===== src/rtl/transpose_pkg.sv =====
// Shared constants and lane-index helpers for the diagonal-storage transpose buffer.
package transpose_pkg;

   localparam logic MODE_TRANSPOSE = 1'b0;
   localparam logic MODE_PASS      = 1'b1;

   localparam bit ROT_LEFT  = 1'b0;
   localparam bit ROT_RIGHT = 1'b1;

   // n is the lane count and is always a power of two.
   function automatic int unsigned rot_idx(int unsigned i, int unsigned s, int unsigned n);
      return (i + s) & (n - 1);
   endfunction

endpackage


===== src/rtl/transpose_rotate_buf_if.sv =====
// Row-in / row-out valid-ready bundle of the transpose buffer.
interface transpose_rotate_buf_if #(
   parameter int unsigned DATA_WIDTH = 16,
   parameter int unsigned NUM_PE     = 8
);
   localparam int unsigned ROW_W = DATA_WIDTH * NUM_PE;

   logic             in_valid;
   logic             in_ready;
   logic [ROW_W-1:0] in_row;
   logic             in_mode;
   logic             out_valid;
   logic             out_ready;
   logic [ROW_W-1:0] out_row;
   logic             out_last;

   modport master (
      output in_valid, in_row, in_mode, out_ready,
      input  in_ready, out_valid, out_row, out_last
   );

   modport slave (
      input  in_valid, in_row, in_mode, out_ready,
      output in_ready, out_valid, out_row, out_last
   );

endinterface


===== src/rtl/lane_rotator.sv =====
// Combinational rotation of a packed row by a runtime element count.
// ROT_LEFT moves element j to lane j+shift; ROT_RIGHT moves lane j+shift to element j.
module lane_rotator
   import transpose_pkg::*;
#(
   parameter int unsigned DATA_WIDTH = 16,
   parameter int unsigned NUM_PE     = 8,
   parameter bit          DIR        = ROT_LEFT
) (
   input  logic [DATA_WIDTH*NUM_PE-1:0] row_i,
   input  logic [$clog2(NUM_PE)-1:0]    shift_i,
   output logic [DATA_WIDTH*NUM_PE-1:0] row_o
);
   localparam int unsigned IdxW = $clog2(NUM_PE);

   logic [IdxW-1:0] src_shift;

   always_comb begin
      // A left rotation by s equals a right rotation by NUM_PE - s.
      src_shift = (DIR == ROT_RIGHT) ? shift_i : IdxW'(NUM_PE - 32'(shift_i));
      row_o = '0;
      for (int unsigned k = 0; k < NUM_PE; k++) begin
         row_o[k*DATA_WIDTH +: DATA_WIDTH] =
            row_i[rot_idx(k, 32'(src_shift), NUM_PE)*DATA_WIDTH +: DATA_WIDTH];
      end
   end

endmodule


===== src/rtl/transpose_rotate_buf.sv =====
// Ping-pong NUM_PE x NUM_PE transpose buffer using diagonal storage: each lane bank is
// touched once per row on both sides, so rotation replaces a full crossbar.
module transpose_rotate_buf
   import transpose_pkg::*;
#(
   parameter int unsigned DATA_WIDTH = 16,
   parameter int unsigned NUM_PE     = 8
) (
   input logic                   clk,
   input logic                   rst_n,
   transpose_rotate_buf_if.slave bus
);
   localparam int unsigned     ROW_W  = DATA_WIDTH * NUM_PE;
   localparam int unsigned     IdxW   = $clog2(NUM_PE);
   localparam logic [IdxW-1:0] IdxMax = IdxW'(NUM_PE - 1);

   typedef logic [DATA_WIDTH-1:0] elem_t;

   elem_t           mem_q [2][NUM_PE][NUM_PE];
   elem_t           mem_d [2][NUM_PE][NUM_PE];
   logic [1:0]      full_q, full_d;
   logic [1:0]      mode_q, mode_d;
   logic            wb_q, wb_d, rb_q, rb_d;
   logic [IdxW-1:0] wr_q, wr_d, rc_q, rc_d;
   logic            out_valid_q, out_valid_d;
   logic            out_last_q, out_last_d;
   logic [ROW_W-1:0] out_row_q, out_row_d;

   logic [ROW_W-1:0] wr_row, rd_lanes, rd_row;
   logic [IdxW-1:0]  rd_addr [NUM_PE];
   logic             accept, load;

   assign bus.in_ready  = ~full_q[wb_q];
   assign bus.out_valid = out_valid_q;
   assign bus.out_row   = out_row_q;
   assign bus.out_last  = out_last_q;

   assign accept = bus.in_valid & ~full_q[wb_q];
   assign load   = full_q[rb_q] & (~out_valid_q | bus.out_ready);

   lane_rotator #(
      .DATA_WIDTH(DATA_WIDTH),
      .NUM_PE    (NUM_PE),
      .DIR       (ROT_LEFT)
   ) u_wr_rot (
      .row_i  (bus.in_row),
      .shift_i(wr_q),
      .row_o  (wr_row)
   );

   // Transpose walks the diagonal of column rc; pass reads straight across row rc.
   always_comb begin
      rd_lanes = '0;
      for (int unsigned k = 0; k < NUM_PE; k++) begin
         rd_addr[k] = (mode_q[rb_q] == MODE_PASS) ? rc_q : IdxW'(k) - rc_q;
         rd_lanes[k*DATA_WIDTH +: DATA_WIDTH] = mem_q[rb_q][k][rd_addr[k]];
      end
   end

   lane_rotator #(
      .DATA_WIDTH(DATA_WIDTH),
      .NUM_PE    (NUM_PE),
      .DIR       (ROT_RIGHT)
   ) u_rd_rot (
      .row_i  (rd_lanes),
      .shift_i(rc_q),
      .row_o  (rd_row)
   );

   always_comb begin
      mem_d       = mem_q;
      full_d      = full_q;
      mode_d      = mode_q;
      wb_d        = wb_q;
      wr_d        = wr_q;
      rb_d        = rb_q;
      rc_d        = rc_q;
      out_valid_d = out_valid_q;
      out_last_d  = out_last_q;
      out_row_d   = out_row_q;

      if (accept) begin
         for (int unsigned k = 0; k < NUM_PE; k++) begin
            mem_d[wb_q][k][wr_q] = wr_row[k*DATA_WIDTH +: DATA_WIDTH];
         end
         if (wr_q == '0) mode_d[wb_q] = bus.in_mode;
         wr_d = wr_q + IdxW'(1);
         if (wr_q == IdxMax) begin
            full_d[wb_q] = 1'b1;
            wb_d         = ~wb_q;
         end
      end

      // Never the same bank as the write side: accept needs !full, load needs full.
      if (load) begin
         out_valid_d = 1'b1;
         out_row_d   = rd_row;
         out_last_d  = (rc_q == IdxMax);
         rc_d        = rc_q + IdxW'(1);
         if (rc_q == IdxMax) begin
            full_d[rb_q] = 1'b0;
            rb_d         = ~rb_q;
         end
      end else if (bus.out_ready) begin
         out_valid_d = 1'b0;
      end
   end

   always_ff @(posedge clk or negedge rst_n) begin
      if (!rst_n) begin
         mem_q       <= '{default: '0};
         full_q      <= '0;
         mode_q      <= '0;
         wb_q        <= 1'b0;
         wr_q        <= '0;
         rb_q        <= 1'b0;
         rc_q        <= '0;
         out_valid_q <= 1'b0;
         out_last_q  <= 1'b0;
         out_row_q   <= '0;
      end else begin
         mem_q       <= mem_d;
         full_q      <= full_d;
         mode_q      <= mode_d;
         wb_q        <= wb_d;
         wr_q        <= wr_d;
         rb_q        <= rb_d;
         rc_q        <= rc_d;
         out_valid_q <= out_valid_d;
         out_last_q  <= out_last_d;
         out_row_q   <= out_row_d;
      end
   end

endmodule


===== src/flat_wrapper.sv =====
// flat-port wrapper written by rule: the top's interface ports become plain ports
module transpose_rotate_buf_flat import transpose_pkg::*;
#(
   parameter int unsigned DATA_WIDTH = 16,
   parameter int unsigned NUM_PE     = 8
)
  (clk, rst_n, bus_in_valid, bus_in_row, bus_in_mode, bus_out_ready, bus_in_ready, bus_out_valid, bus_out_row, bus_out_last);
  transpose_rotate_buf_if #(.DATA_WIDTH(DATA_WIDTH), .NUM_PE(NUM_PE)) bus_i ();
  input logic clk;
  input logic rst_n;
  input wire logic [$bits(bus_i.in_valid)-1:0] bus_in_valid;
  input wire logic [$bits(bus_i.in_row)-1:0] bus_in_row;
  input wire logic [$bits(bus_i.in_mode)-1:0] bus_in_mode;
  input wire logic [$bits(bus_i.out_ready)-1:0] bus_out_ready;
  output wire logic [$bits(bus_i.in_ready)-1:0] bus_in_ready;
  output wire logic [$bits(bus_i.out_valid)-1:0] bus_out_valid;
  output wire logic [$bits(bus_i.out_row)-1:0] bus_out_row;
  output wire logic [$bits(bus_i.out_last)-1:0] bus_out_last;
  assign bus_i.in_valid = bus_in_valid;
  assign bus_i.in_row = bus_in_row;
  assign bus_i.in_mode = bus_in_mode;
  assign bus_i.out_ready = bus_out_ready;
  assign bus_in_ready = bus_i.in_ready;
  assign bus_out_valid = bus_i.out_valid;
  assign bus_out_row = bus_i.out_row;
  assign bus_out_last = bus_i.out_last;
  transpose_rotate_buf #(.DATA_WIDTH(DATA_WIDTH), .NUM_PE(NUM_PE)) u_core (.clk(clk), .rst_n(rst_n), .bus(bus_i));
endmodule

===== config.mk =====
export PLATFORM = sky130hd
export DESIGN_NAME = transpose_rotate_buf_flat
export DESIGN_NICKNAME = d
export VERILOG_FILES = /design/src/rtl/transpose_pkg.sv /design/src/rtl/transpose_rotate_buf_if.sv /design/src/rtl/lane_rotator.sv /design/src/rtl/transpose_rotate_buf.sv /design/src/flat_wrapper.sv
export SDC_FILE = /design/constraint.sdc
export NUM_CORES = 2
export LEC_CHECK = 0
export CAP_MARGIN = 20
export CORE_AREA = 2 2 729 586
export DETAILED_ROUTE_END_ITERATION = 12
export DIE_AREA = 0 0 731 588
export HOLD_SLACK_MARGIN = 0.02
export MAX_ROUTING_LAYER = met4
export SETUP_SLACK_MARGIN = 0.15
export SYNTH_ARGS = -nofsm -noshare
export SYNTH_HDL_FRONTEND = slang
export SYNTH_SLANG_ARGS = --single-unit
export TNS_END_PERCENT = 30

===== constraint.sdc =====
create_clock -name clk -period 12 [get_ports clk]
set_clock_uncertainty 0.1 [all_clocks]
set_input_delay 2.4 -clock clk [delete_from_list [all_inputs] [get_ports clk]]
set_output_delay 2.4 -clock clk [all_outputs]
set_load 0.02 [all_outputs]

==> flow_summary.yaml <==
logic_synthesis:
  seq_area_frac_synth: 0.5200
  syn_area_per_cell_um2: 10.61
  yosysMostFrequentCell: "dfrtp_1"
  syn_inst: 9936
  ys_ff_latch: 2190
  netlist.area_leader.share: 0.5200
  ys_warn_count: 0
  synth-async-reset-ratio: 1.000
  netlist_area_um2: 105400
  synthTopCellsByCount: "dfrtp_1 (2190), nand2_1 (1539), o21ai_0 (1414), nor2_1 (942), a21oi_1 (852)"
  synth_top_area_cell: "dfrtp_1"
  synthTopCellsByArea: "dfrtp_1 (52%), mux4_2 (13%), o21ai_0 (6.7%)"
  synth_flop_cell: "dfrtp_1"
  synth_nets: 10080
  synth_edf_count: 0
  synth.distinct_cells: 74
hold_path:
  hold_end: "u_core.mem_q[1477]"
  hp-start: "u_core.mem_q[1477]"
  hold_path.class: "flop to flop"
  hold_depth: 2
cts:
  ctsHtreeMaxLevel: 4
  clk_latency_ns: 0.89
  cts.sinks: 2190
  clockRootBuffer: "clkbuf_16"
  post_cts_resized: 0
  cts.path.max_buffers: 4
  ctsHoldBuffers: 0
  tritoncts: "done"
  cts_buffers: 204
  clk_pin_slew_ns: 0.07
  post-cts-setup-buffers: 0
detailed_routing:
  routed_wl_mm: 405.1
  drcViolationCount: 0
  wl_per_cell_um: 26.03
  drt_iter0_markers: 11130
  viasPerCell: 5.265
  first_pass_iters: 8
  ant_nets: 0
  vias: 81960
die:
  ioPinCount: 264
  design.die.area_um2: 429800
  core_area_um2: 422800
  initial_core_util: 0.2493
  die_w_um: 731
  fp.dieH_um: 588
  rows: 214
layout:
  nNetsFinal: 9927
  final_cells: 15570
  final_core_util: 0.2866
  drive_gt1_frac: 0.1471
  syn_to_final_growth_pct: 14.96
critical_path:
  critPathRequiredTime_ns: 12.65
  reg2reg_to: "u_core.bus.out_row[35]"
  critPathTopFamily: "buffers and inverters"
  cp_data_arrival_time_ns: 6.91
  cp_common_cell: "buf_4"
  r2r_start: "u_core.rb_q"
  cpPeakStageDelay_ns: 1.01
  cp-end-kind: "flop"
  path_max_fanout: 83
  rr_worst_depth: 9
  worst-path-stages: 9
  crit_type: "input pin to flop"
  path_cells: "clkdlybuf4s50_1 > nand2_1 > nor3_1 > nand2_4 > buf_4 > buf_4 > buf_4 > nand2_1 > o21ai_0"
  startpoint_type: "input pin"
  reg2reg_slack_ns: 5.91
  path_buf_inv: 4
  crit_slowest_cell: "buf_4"
outcome:
  status: "completed"
timing:
  max_freq_mhz: 159.8
  maxSlewHeadroom: 0.1101
  worst_pin_slew_ns: 1.335
  rsz0062_at_grt: "false"
  slew_viol_final: 0
  fin_setup_tns_ns: 0
  finalCritPeriodShare: 0.5213
  finalCriticalPeriod_ns: 6.256
  worst_hold_slack_ns: 0.3749
  hold_violations: 0
  final-setup-viol-count: 0
global_routing:
  grt.overflow.total: 0
  grt_start_max_net_pins: 180
  track_usage: 0.1896
  grt_pass1_wl_mm: 580.0
  antenna_found_initial: 32
  grt_pass1_vias: 76260
placed_design:
  dp_hpwl_mm: 270.5
  place.port_buffers: 263
  gp_congestion: 0.9358
  post-place-cells: 15180
flow_run:
  maxCapViolations: 0
-- cell type report --
cell class	instances	area, um2
timing repair buffer	579	5266
multi-input combinational	6796	47350
inverter	13	51.30
clock buffer	297	5941
antenna	15	37.54
tap	5616	7027
clock inverter	59	650.6
fill	43720	301600
sequential	2190	54830
-- how the worst max path moves through the flow --
| stage | endpoint | start | slack [ns] |
|---|---|---|---|
| 2_1_floorplan | u_core.bus.out_row[56] | u_core.rc_q[0] | 7.32 |
| 3_3_place_gp | u_core.mem_q[1492] | bus_in_valid | 4.97 |
| 3_5_place_dp | u_core.mem_q[1620] | bus_in_valid | 4.94 |
| 4_1_cts | u_core.mem_q[1872] | bus_in_valid | 5.85 |
| 5_1_grt | u_core.mem_q[1872] | bus_in_valid | 5.59 |
| 6_report | u_core.mem_q[1872] | bus_in_valid | 5.74 |
-- kinds of logic (layout without fill, tap and decap cells) --
logic type               count (synthesis)  after routing  synth area share
other                                    0             15                 0
multiplexers                          1160           1160            0.1855
XOR/XNOR                                18             18          0.001674
flip-flops                            2190           2190            0.5200
buffers and inverters                  950            948           0.03607
AO/OA/AOI/OAI                         2825           2825            0.1513
adder cells (fa/ha/maj)                 10             10          0.001187
AND/OR/NAND/NOR                       2783           2783            0.1042
-- sequential cells by signal, indices dropped and copies added, names as in the netlist --
register              cells
u_core.bus.out_row      128
u_core.mode_q             2
u_core.mem_q           2048
u_core.wb_q               1
u_core.bus.out_last       1
u_core.wr_q               3
u_core.bus.out_valid      1
u_core.rb_q               1
u_core.full_q             2
u_core.rc_q               3
-- per-layer routing --
| metal | GRT usage | wire length (um) |
|---|---|---|
| met1 | 0.2547 | 165600 |
| met2 | 0.2653 | 172500 |
| met3 | 0.05721 | 47650 |
| met4 | 0.07633 | 19270 |
| met5 | - | 0 |
-- cells in the final DEF, fill, tap and decap left out, drive strengths merged, types with 26 or more instances in the layout --
cell type	count
clkinv	38
o221ai	26
nand3	109
dfrtp	2190
clkbuf	299
clkdlybuf4s50	262
a221oi	32
o21ai	1417
nor2b	39
mux2i	449
nor2	944
buf	315
o22ai	45
nand2	1539
mux4	624
a22o	34
a221o	61
a21oi	853
a22oi	44
nor3	67
mux2	87
a211oi	87
o211ai	30
-- worst reg2reg max path: stages (launching register included) --
cell and delay (ns):
dfrtp_4 0.96, mux2i_4 0.68, buf_4 0.41, mux2i_4 0.83, buf_4 0.72, nand3_1 0.52, a311oi_1 0.82, mux2i_1 0.39
and2_1 0.28, a221o_1 0.26
-- metrics by stage --
step,instance area [um2],worst slack (ns)
5_1_grt,121100,5.595
6_report,121200,5.744
4_1_cts,121000,5.853
2_1_floorplan,105400,7.318
3_5_place_dp,114400,4.941
3_3_place_gp,114300,4.971
Power is not shown: default switching activity piles up to over one toggle a cycle in this logic, so the estimate is an artifact.
